## src/rtl/wb_store_buffer.sv

```systemverilog
`default_nettype none
// ============================================================================
// Module      : wb_store_buffer
// Description : In-order store buffer between writeback and the D-cache write
//               port. Committed stores are queued in a DEPTH-entry circular
//               FIFO and drained through a valid/ready handshake. Writeback
//               stalls only when the buffer is full and nothing leaves.
//               Define WB_SB_FORWARD_EN to build the store-to-load probe
//               (ld_fwd_hit / ld_fwd_data / ld_conflict); otherwise those
//               outputs are tied to zero and ld_addr is ignored.
// Revision    : 1.0 - initial release
// ============================================================================
module wb_store_buffer #(
    parameter int DEPTH = 4,
    parameter int AW    = 32,
    parameter int DW    = 64,
    parameter int PW    = 2
) (
    input  logic          CLK,
    input  logic          CLR,
    // writeback side
    input  logic          WB_sb_enq_v,
    input  logic [AW-1:0] WB_sb_addr,
    input  logic [DW-1:0] WB_sb_data,
    input  logic [1:0]    WB_sb_size,
    output logic          WB_sb_stall,
    // D-cache write port
    output logic          Dcache_Write,
    output logic [AW-1:0] Dcache_Address,
    output logic [DW-1:0] Dcache_Data,
    output logic [1:0]    Dcache_Size,
    input  logic          In_write_ready,
    // status
    output logic [PW:0]   sb_count,
    output logic          sb_empty,
    output logic          sb_full,
    // load probe
    input  logic [AW-1:0] ld_addr,
    output logic          ld_fwd_hit,
    output logic [DW-1:0] ld_fwd_data,
    output logic          ld_conflict
);

    localparam logic [PW:0]   c_DEPTH   = (PW+1)'(DEPTH);
    localparam logic [PW:0]   c_CNT_ONE = (PW+1)'(1);
    localparam logic [PW-1:0] c_PTR_ONE = PW'(1);

    logic [AW-1:0]    r_addr [DEPTH];
    logic [DW-1:0]    r_data [DEPTH];
    logic [1:0]       r_size [DEPTH];
    logic [DEPTH-1:0] r_valid;
    logic [PW-1:0]    r_head;
    logic [PW-1:0]    r_tail;
    logic [PW:0]      r_count;

    logic w_enq;
    logic w_deq;

    // Status comes from the registered count only, never from the handshake.
    assign sb_count = r_count;
    assign sb_empty = (r_count == '0);
    assign sb_full  = (r_count == c_DEPTH);

    // Head entry is presented directly; it holds until accepted.
    assign Dcache_Write   = ~sb_empty;
    assign Dcache_Address = r_addr[r_head];
    assign Dcache_Data    = r_data[r_head];
    assign Dcache_Size    = r_size[r_head];

    // A same-cycle dequeue frees the slot a full-buffer enqueue needs.
    assign w_deq       = Dcache_Write & In_write_ready;
    assign WB_sb_stall = WB_sb_enq_v & sb_full & ~w_deq;
    assign w_enq       = WB_sb_enq_v & ~WB_sb_stall;

    // Entry payload write at the tail; contents of free slots are don't-care.
    always_ff @(posedge CLK) begin
        if (w_enq) begin
            r_addr[r_tail] <= WB_sb_addr;
            r_data[r_tail] <= WB_sb_data;
            r_size[r_tail] <= WB_sb_size;
        end
    end

    // Pointer, valid-bit and occupancy bookkeeping.
    always_ff @(posedge CLK or posedge CLR) begin
        if (CLR) begin
            r_head  <= '0;
            r_tail  <= '0;
            r_count <= '0;
            r_valid <= '0;
        end else begin
            // Clear before set: when full, head and tail name the same slot
            // and a simultaneous enqueue must leave it valid.
            if (w_deq) begin
                r_valid[r_head] <= 1'b0;
                r_head          <= r_head + c_PTR_ONE;
            end
            if (w_enq) begin
                r_valid[r_tail] <= 1'b1;
                r_tail          <= r_tail + c_PTR_ONE;
            end
            case ({w_enq, w_deq})
                2'b10:   r_count <= r_count + c_CNT_ONE;
                2'b01:   r_count <= r_count - c_CNT_ONE;
                default: r_count <= r_count;
            endcase
        end
    end

`ifdef WB_SB_FORWARD_EN
    logic          w_found;
    logic [PW-1:0] w_sel;
    logic [PW-1:0] w_idx;

    // Walk from oldest to youngest so the last overlap seen is the youngest.
    always_comb begin
        w_found = 1'b0;
        w_sel   = '0;
        w_idx   = '0;
        for (int i = 0; i < DEPTH; i++) begin
            w_idx = r_head + PW'(i);
            if (r_valid[w_idx] && (r_addr[w_idx][AW-1:3] == ld_addr[AW-1:3])) begin
                w_found = 1'b1;
                w_sel   = w_idx;
            end
        end
    end

    // Only an aligned qword store covers every byte a load may need.
    always_comb begin
        ld_fwd_hit  = w_found && (r_size[w_sel] == 2'b11) &&
                      (r_addr[w_sel][2:0] == 3'b000) && (ld_addr[2:0] == 3'b000);
        ld_conflict = w_found && !ld_fwd_hit;
        ld_fwd_data = ld_fwd_hit ? r_data[w_sel] : '0;
    end
`else
    logic w_unused_probe;

    // Probe disabled: outputs tied off, probe address and valid bits unused.
    assign w_unused_probe = ^{ld_addr, r_valid};
    assign ld_fwd_hit     = 1'b0;
    assign ld_conflict    = 1'b0;
    assign ld_fwd_data    = '0;
`endif

endmodule
`default_nettype wire

```

## config.mk

```make
export PLATFORM = sky130hd
export DESIGN_NAME = wb_store_buffer
export DESIGN_NICKNAME = d
export VERILOG_FILES = /design/src/rtl/wb_store_buffer.sv
export SDC_FILE = /design/constraint.sdc
export NUM_CORES = 1
export LEC_CHECK = 0
export CORE_ASPECT_RATIO = 1.75
export CORE_MARGIN = 2
export CORE_UTILIZATION = 51
export DETAILED_ROUTE_END_ITERATION = 12
export PLACE_DENSITY = 0.79
export SYNTH_ARGS = -nofsm -noshare
export SYNTH_HDL_FRONTEND = slang
export SYNTH_SLANG_ARGS = --single-unit
```

## constraint.sdc

```tcl
create_clock -name CLK -period 4.75 [get_ports CLK]
set_clock_uncertainty 0.15 [all_clocks]
set_input_delay 0.7125 -clock CLK [delete_from_list [all_inputs] [get_ports CLK]]
set_output_delay 0.7125 -clock CLK [all_outputs]
set_load 0.05 [all_outputs]
```

After elaboration in Yosys (flattened, before gate mapping)
Memory sizes are Yosys's and may differ from the RTL's.
Index checks and enable logic that the tools add are counted.
{"block": "totals", "output_inout_bits": 171, "mem_bits_rw": 392, "n_memories": 3, "wordCells": 25, "regBits": 7}
{"name": "r_data", "words": 4, "width": 64, "rd": 1, "rd_ports_with_merged_regs": 0, "wr": 1, "line": "49", "text": "logic [DW-1:0] r_data [DEPTH];"}
{"name": "r_addr", "words": 4, "width": 32, "rd": 1, "rd_ports_with_merged_regs": 0, "wr": 1, "line": "48", "text": "logic [AW-1:0] r_addr [DEPTH];"}
{"name": "r_size", "words": 4, "width": 2, "rd": 1, "rd_ports_with_merged_regs": 0, "wr": 1, "line": "50", "text": "logic [1:0] r_size [DEPTH];"}
{"block": "op_classes", "muxes": 3, "n_eq_ne": 3, "bitwise_logic": 7, "reduce_logical": 2, "n_addsub": 4}
{"op": "3-bit case mux with 2 select lines", "n": 1}
{"op": "2-bit by 1-bit adder with 2-bit output, second input constant", "n": 2}
{"op": "1-bit AND", "n": 4}
{"op": "3-bit by 1-bit adder with 3-bit output, second input constant", "n": 1}
{"op": "3-bit == test, second input constant", "n": 1}
{"op": "3-bit zero test", "n": 1}
{"op": "1-bit NOT", "n": 3}
{"op": "3-bit by 1-bit subtractor with 3-bit output, second input constant", "n": 1}
{"op": "2-bit by 1-bit == test with 1-bit output, second input constant", "n": 1}
{"op": "2-bit == test, second input constant", "n": 1}
{"op": "1-bit two-way mux", "n": 2}
{"op": "2-bit nonzero test", "n": 1}

Logic depth before layout (Yosys ltp)
{"block": "logic_depth", "ltp_word": 9, "mapped_depth": 9, "ltp_nobuf": 9}

Worst setup path after synthesis
No wires, ideal clock.
{"block": "synth_timing", "path_type": "reg-to-reg", "from": "register r_count[2], in the netlist sb_count[2]", "to": "memory r_addr[0][0], enable pin", "n_path_buf": 0, "period_less_slack_ns": 4.031, "arrival_time_ns": 3.413, "t_required_ns": 4.132, "path_stages_with_launch": 4, "setup_slack_ns": 0.719, "path_cell_list": "dfrtp_1 > nor4b_2 > nor2b_2 > and2_1"}
{"block": "synth_via", "elab_chain_len": 9}
{"element": "from (decl)", "line": "54", "text": "logic [PW:0] r_count;"}
{"element": "from (signal assigned)", "line": "103", "text": "2'b10: r_count <= r_count + c_CNT_ONE;"}
{"element": "from (signal assigned)", "line": "104", "text": "2'b01: r_count <= r_count - c_CNT_ONE;"}
{"element": "from (signal assigned)", "line": "105", "text": "default: r_count <= r_count;"}
{"element": "3-bit zero test", "line": "61", "text": "assign sb_empty = (r_count == '0);"}
{"element": "1-bit NOT", "line": "65", "text": "assign Dcache_Write = ~sb_empty;"}
{"element": "1-bit AND", "line": "71", "text": "assign w_deq = Dcache_Write & In_write_ready;"}
{"element": "1-bit NOT", "line": "72", "text": "assign WB_sb_stall = WB_sb_enq_v & sb_full & ~w_deq;"}
{"element": "1-bit AND (*)", "line": "72"}
{"element": "1-bit NOT (*)", "line": "73", "text": "assign w_enq = WB_sb_enq_v & ~WB_sb_stall;"}
{"element": "1-bit AND (*)", "line": "73"}
{"element": "1-bit two-way mux (*)", "line": "77", "text": "if (w_enq) begin"}
{"element": "1-bit two-way mux (implied by the code) (*)", "line": "78", "text": "r_addr[r_tail] <= WB_sb_addr;"}
{"element": "to (decl)", "line": "48"}
Mark *: on every way between the ends. The rest lies on a longest branch, timed or not.

Worst setup path after layout
{"block": "layout_timing", "from": "register r_head[0]", "to": "output port Dcache_Size[1]"}
{"block": "layout_via", "elab_chain_len": 1}
{"element": "from (decl)", "line": "52", "text": "logic [PW-1:0] r_head;"}
{"element": "from (signal assigned)", "line": "96", "text": "r_head <= r_head + c_PTR_ONE;"}
{"element": "memory read 4 x 2 bit"}
{"element": "to (decl)", "line": "31", "text": "output logic [1:0] Dcache_Size,"}
No other way between the ends.

==> impl_metrics.csv <==
group,metric,value,unit
routing,firstDrtPassIters,5,
timing,setup_viol,0,
routing,wl_per_cell,21.2,um
setup_path,path_class,"flop to primary output",
power_and_ir_drop,seqPwrFrac,37.2,%
cts,clk_pin_slew,0.06,ns
synthesis,netlist_top_cells_count,"392 x edfxtp_1, 98 x mux4_2, 67 x buf_4",
power_and_ir_drop,clkPwrFrac,20.7,%
setup_path,crit_family,"buffers and inverters",
global_routing,grt_first_pass_wirelength,40300,um
layout,fin_area,0.0185,sq mm
synthesis,yosysSeqAreaShare,78.6,%
die,fp.dieW,134,um
synthesis,synth-main-ff-cell,"edfxtp_1",
power_and_ir_drop,power_switching_share,37.7,%
timing,worst_pin_slew,0.831,ns
layout,layout-drive-gt1-share,19.1,%
global_routing,grt_remaining_overflow,0,
global_routing,grt_pass1_vias,7152,
routing,ant_nets,0,
routing,avgViaCountPerCell,5.29,
synthesis,synthArstFlopShare,1.75,%
cts,ctsHoldBuffers,0,
routing,vias,6659,
cts,cts_tree,"built",
cts,clkLatencyLatePin,0.52,ns
place,port_buffers,206,
synthesis,ys_types,23,
die,rows,83,
synthesis,synth_area,0.0152,sq mm
place,place.gp.congestion,0.750,
cts,postCtsSetupRepairBufs,0,
setup_path,worstReg2RegEnd,"r_addr[1][10]$_DFFE_PP_",
setup_path,reg2reg_setup_slack,2.17,ns
setup_path,endpoint_kind,"primary output",
setup_path,critPathMaxFanout,29,
setup_path,critPathBufInv,2,
setup_path,start_kind,"flop",
layout,seqCellArea,0.0120,sq mm
timing,drv_slew,0,
global_routing,grt_use_total,17.4,%
synthesis,yosysMostFrequentCell,"edfxtp_1",
synthesis,ys_seq_elements,399,
global_routing,grt_max_degree,68,
synthesis,synth_area_per_cell,24.5,sq um
setup_path,slowest_stage,"dfrtp_4",
synthesis,synth_area_leader_cell,"edfxtp_1",
power_and_ir_drop,p_switching,4.99,mW
run,cap_violations,0,
layout,fillers,1954,
worst_hold_path,min_path_type,"input pin to asynchronous set/reset pin",
global_routing,antenna_found_initial,2,
power_and_ir_drop,power_leakage,6.10,nW
cts,cts.sinks,399,
die,ios,305,
timing,max_freq,249,MHz
power_and_ir_drop,totalPowerFinal,13.2,mW
setup_path,cp-startpoint,"r_head[0]$_DFFE_PP0P_",
timing,hold_viol,0,
layout,multi_input_area,0.00271,sq mm
routing,drtIter0Drc,347,
setup_path,path_cells,"buf_4 -> mux4_2 -> clkdlybuf4s50_1",
setup_path,r2r-start,"sb_count[2]$_DFFE_PP0P_",
timing,period_share,84.7,%
timing,rsz0062_at_grt,"false",
routing,drc,0,
timing,slew_headroom,44.6,%
power_and_ir_drop,combPwrFrac,42.1,%
place,dp_hpwl,16400,um
cts,clock-root-buffer,"clkbuf_16",
cts,cts-resized-gates,0,
setup_path,r2r_cells,4,
place,placed_cell_area,0.0174,sq mm
setup_path,arrival,3.16,ns
synthesis,ys_warn_count,0,
run_status,status,"finished clean",
synthesis,synth_top_area_share,77.5,%
synthesis,synth_edf_count,392,
die,die_area,0.0312,sq mm
timing,finalCriticalPeriod,4.02,ns
setup_path,critPathMaxStageDelay,0.80,ns
cts,cts_buffers,35,
cts,cts_max_path_buffers,3,
synthesis,synthTopCellsByArea,"edfxtp_1 77%, mux4_2 15%, buf_4 3.3%",
die,start_util,51.7,%
routing,totalWireLength,26700,um
die,core,0.0294,sq mm
setup_path,crit_required,3.89,ns
synthesis,syn_inst,620,
power_and_ir_drop,power_density,714,mW/mm^2
layout,nets,992,
power_and_ir_drop,internal_power,8.24,mW
layout,area_delta_synth_final,21.8,%
cts,htree_levels,2,
power_and_ir_drop,ir_drop,0.622,mV
timing,finalSetupTns,0,ns
die,die_h,232,um
-- routing by layer --
metal	part of all wire, %	wire length, um	GRT usage (%)
met4	4.0	1070	8.06
met5	0	0	0
met3	5.6	1500	3.54
met1	35	9410	19.7
met2	55	14700	31.3
-- worst max path at each step --
stage	endpoint	slack, ns	depth (start not counted)
3_5_place_dp	Dcache_Size[1]	1.16	3
6_report	Dcache_Size[1]	0.73	3
3_3_place_gp	Dcache_Address[6]	1.17	3
2_1_floorplan	r_addr[0][0]$_DFFE_PP_	0.72	3
5_1_grt	Dcache_Size[1]	0.49	3
4_1_cts	Dcache_Address[13]	0.60	3
-- layout make-up --
cell class                      instances  area share [%]
Antenna cell                            2          0.0270
Clock buffer                           49            5.35
Clock inverter                         10           0.629
Inverter                                8           0.162
Multi-Input combinational cell        190            14.6
Sequential cell                       399            64.6
Tap cell                              382            2.58
Timing Repair Buffer                  218            12.0
-- flip-flops by register name, summed over array words and instances (netlist names) --
| signal | flops |
|---|---|
| r_data | 256 |
| r_addr | 128 |
| r_size | 8 |
| sb_count | 3 |
| r_head | 2 |
| r_tail | 2 |
-- layout by cell type (no fill, tap or decap), drive strengths merged --
| master | instances |
|---|---|
| nor2b | 1 |
| nor2 | 1 |
| ha | 5 |
| xnor2 | 3 |
| clkbuf | 49 |
| or3 | 1 |
| nand2 | 1 |
| mux4 | 98 |
| buf | 12 |
| clkdlybuf4s50 | 206 |
| and2 | 5 |
| diode | 2 |
| and3 | 1 |
| dfrtp | 7 |
| clkinv | 6 |
| mux2i | 1 |
| mux2 | 1 |
| bufinv | 2 |
| fa | 1 |
| clkinvlp | 1 |
| edfxtp | 392 |
| inv | 9 |
| conb | 66 |
| xor2 | 3 |
| nor4b | 1 |
| o31a | 1 |
-- metrics by stage --
step                      setup WS [ns]  utilization [%]  hold slack [ns]  cells
after floorplan                   0.719                -            0.366    685
after global routing              0.490             63.0            0.306   1258
after global placement             1.17             59.2            0.404   1197
after detailed placement           1.16             59.2            0.427   1197
final                             0.729             63.0            0.291   1258
after CTS                         0.602             63.0            0.276   1256
-- power by group through the flow --
stage                     sequential (mW)  clock [mW]  combinational, mW
final                                4.92        2.73               5.56
after global routing                 5.00        2.91               5.80
after CTS                            4.94        2.80               5.66
after detailed placement             5.01           0               5.63
after global placement               4.97           0               5.63
after floorplan                      4.92           0               4.16
-- worst register-to-register path, delay by kind of cell, from the launching register on --
kind	cells	cell delay, ns
flip-flops	1	0.45
buffers and inverters	1	0.37
AND/OR/NAND/NOR	3	1.26
-- cell families after synthesis --
logic type               Yosys count  synth area share [%]
flip-flops                       399                  78.6
adder cells (fa/ha/maj)            6                 0.543
buffers and inverters             96                  5.23
XOR/XNOR                           6                 0.346
AND/OR/NAND/NOR                   11                 0.494
other                              1                0.0247
multiplexers                     100                  14.7
AO/OA/AOI/OAI                      1                0.0576
(Power assumes the default switching activity.)
==> RTL change (config.mk and constraints unchanged) <==
`DEPTH`: 4 -> 8.
--- a/src/rtl/wb_store_buffer.sv
+++ b/src/rtl/wb_store_buffer.sv
@@ -12,5 +12,5 @@
 // ============================================================================
 module wb_store_buffer #(
-    parameter int DEPTH = 4,
+    parameter int DEPTH = 8,
     parameter int AW    = 32,
     parameter int DW    = 64,
Check against the original RTL: not equivalent (Yosys sat finds a counterexample within 4 cycles, from zero or initial values).
==> RTL change against the original RTL <==
  * Sequential power is essentially flat
  * Sequential cell count is the same
  * Routed wire length grew 0.54%
  * Critical path type unchanged
  * Setup slack gained 0.13 ns
  * Final area grew 0.23%
  * Critical path depth is the same
  * Power grew 1.1%
  * Area after synthesis shrank 0.58%
==> RTL change: results (changes against the original RTL) <==
Worst setup path
  – Critical Path AT: 3.03 ns (was 3.16 ns)
  – R2R Path End: sb_count[2]$_DFFE_PP0P_ (was r_addr[1][10]$_DFFE_PP_)
  – Worst stage delay on the critical path: 0.76 ns (was 0.80 ns)
  – R2R cell count: 8 (was 4)
  – Worst-path maximum fanout: 44 (was 29)
  – Slowest CP cell: clkdlybuf4s50_1 (was dfrtp_4)

Logic synthesis
  – Post-synthesis mux area share: 0.148 (was 0.147)
  – Compound-gate portion of the synthesized area: 0 (was 0.000576)
  – Adder-cell share of the synthesized area: 0.00547 (was 0.00543)
  – Top post-synthesis cells by count: 392 x edfxtp_1, 98 x mux4_2, 68 x buf_4 (was 392 x edfxtp_1, 98 x mux4_2, 67 x buf_4)
  – Post-synthesis xor/xnor area fraction: 0.00348 (was 0.00346)

Power and ir drop
  – Lkg Pwr: 6.11 nW (was 6.10 nW)
  – Worst vdd ir: 0.706 mV (was 0.622 mV)

Detailed routing
  – WL per Instance: 21.3 um (was 21.2 um)
  – Via count: 6,660 (was 6,659)
  – DRT iter0 DRCs: 423 (was 347)
  – Via/cell ratio: 5.28 (was 5.29)

Outcome
  – Status: completed (unchanged)

Placed design
  – Final weighted congestion in routability-driven placement: 0.723 (was 0.750)
  – Placed cell count: 1,194 (was 1,197)
  – DP HPWL: 16,100 um (was 16,400 um)

Clocking
  – CTS Buf Count: 36 (was 35)

Final layout
  – Nets: 990 (was 992)
  – Share of cells above drive strength 1: 0.191 (about the same)

GRT
  – Number of global-route vias before repair: 6,958 (was 7,152)
  – First-pass GRT wire length: 40,600 um (was 40,300 um)

Timing
  – Slew @ Worst Pin: 0.747 ns (was 0.831 ns)
## RTL change: changes by cell type in the layout (fill, tap and decap cells not counted), moves of 2 or more
cell,before,now
diode_2,2,4
clkinv_4,3,1
clkinv_2,2,5
and3_4,0,4
clkinv_1,1,6
and2_4,4,1
## RTL change: report_power, final
part	switching, mW	leakage [nW]	internal (mW)
sequential	0.277	3.67	4.65
clock	1.19	0.564	1.64
combinational	3.57	1.88	2.04
total	5.04	6.11	8.34
## RTL change: through the flow
step           utilization  hold WS, ns  setup WS, ns  area [um^2]
2_1_floorplan            -        0.346          1.84        15400
3_3_place_gp         0.594        0.335          1.35        17400
3_5_place_dp         0.594        0.354          1.35        17400
4_1_cts              0.633        0.262         0.784        18500
5_1_grt              0.634        0.307         0.717        18600
6_report             0.634        0.275         0.862        18600
## RTL change: cell type report
cell class / count / area (um^2) / area share
Inverter: 7 / 26.3 / 0.00142
Clock inverter: 15 / 146 / 0.00789
Multi-Input combinational cell: 188 / 2700 / 0.145
Sequential cell: 399 / 12000 / 0.644
Clock buffer: 49 / 1000 / 0.0540
Tap cell: 382 / 478 / 0.0258
Timing Repair Buffer: 218 / 2240 / 0.121
Antenna cell: 4 / 10.0 / 0.000540
## RTL change: worst max path at each step
stage | endpoint | slack [ns]
after floorplan | r_addr[0][0]$_DFFE_PP_ | 1.84
after global placement | Dcache_Address[18] | 1.35
after detailed placement | Dcache_Address[18] | 1.35
after CTS | Dcache_Address[18] | 0.78
after global routing | Dcache_Address[18] | 0.72
final | Dcache_Address[18] | 0.86
## RTL change: metal layers
layer / global-route usage / share of wire / vias up
met1: 0.210 / 0.37 / 3433
met2: 0.296 / 0.53 / 255
met5: 0 / 0.0020 / -
li1: - / - / 2899
met3: 0.0472 / 0.066 / 65
met4: 0.0813 / 0.039 / 8
## RTL change: cells by family (layout without fill, tap and decap cells)
group,count (synthesis),after routing
XOR/XNOR,6,6
adder cells (fa/ha/maj),6,6
flip-flops,399,399
AND/OR/NAND/NOR,10,10
buffers and inverters,97,289
multiplexers,100,100
other,1,70
## RTL change: worst reg2reg max path, stage by stage, from the launching register on
cell     delay, ns
dfrtp_1       0.43
or3_1         0.57
nand2_4       0.16
ha_1          0.19
inv_1         0.06
fa_1          0.37
xor2_1        0.15
nor2_1        0.12
xor2_1        0.17
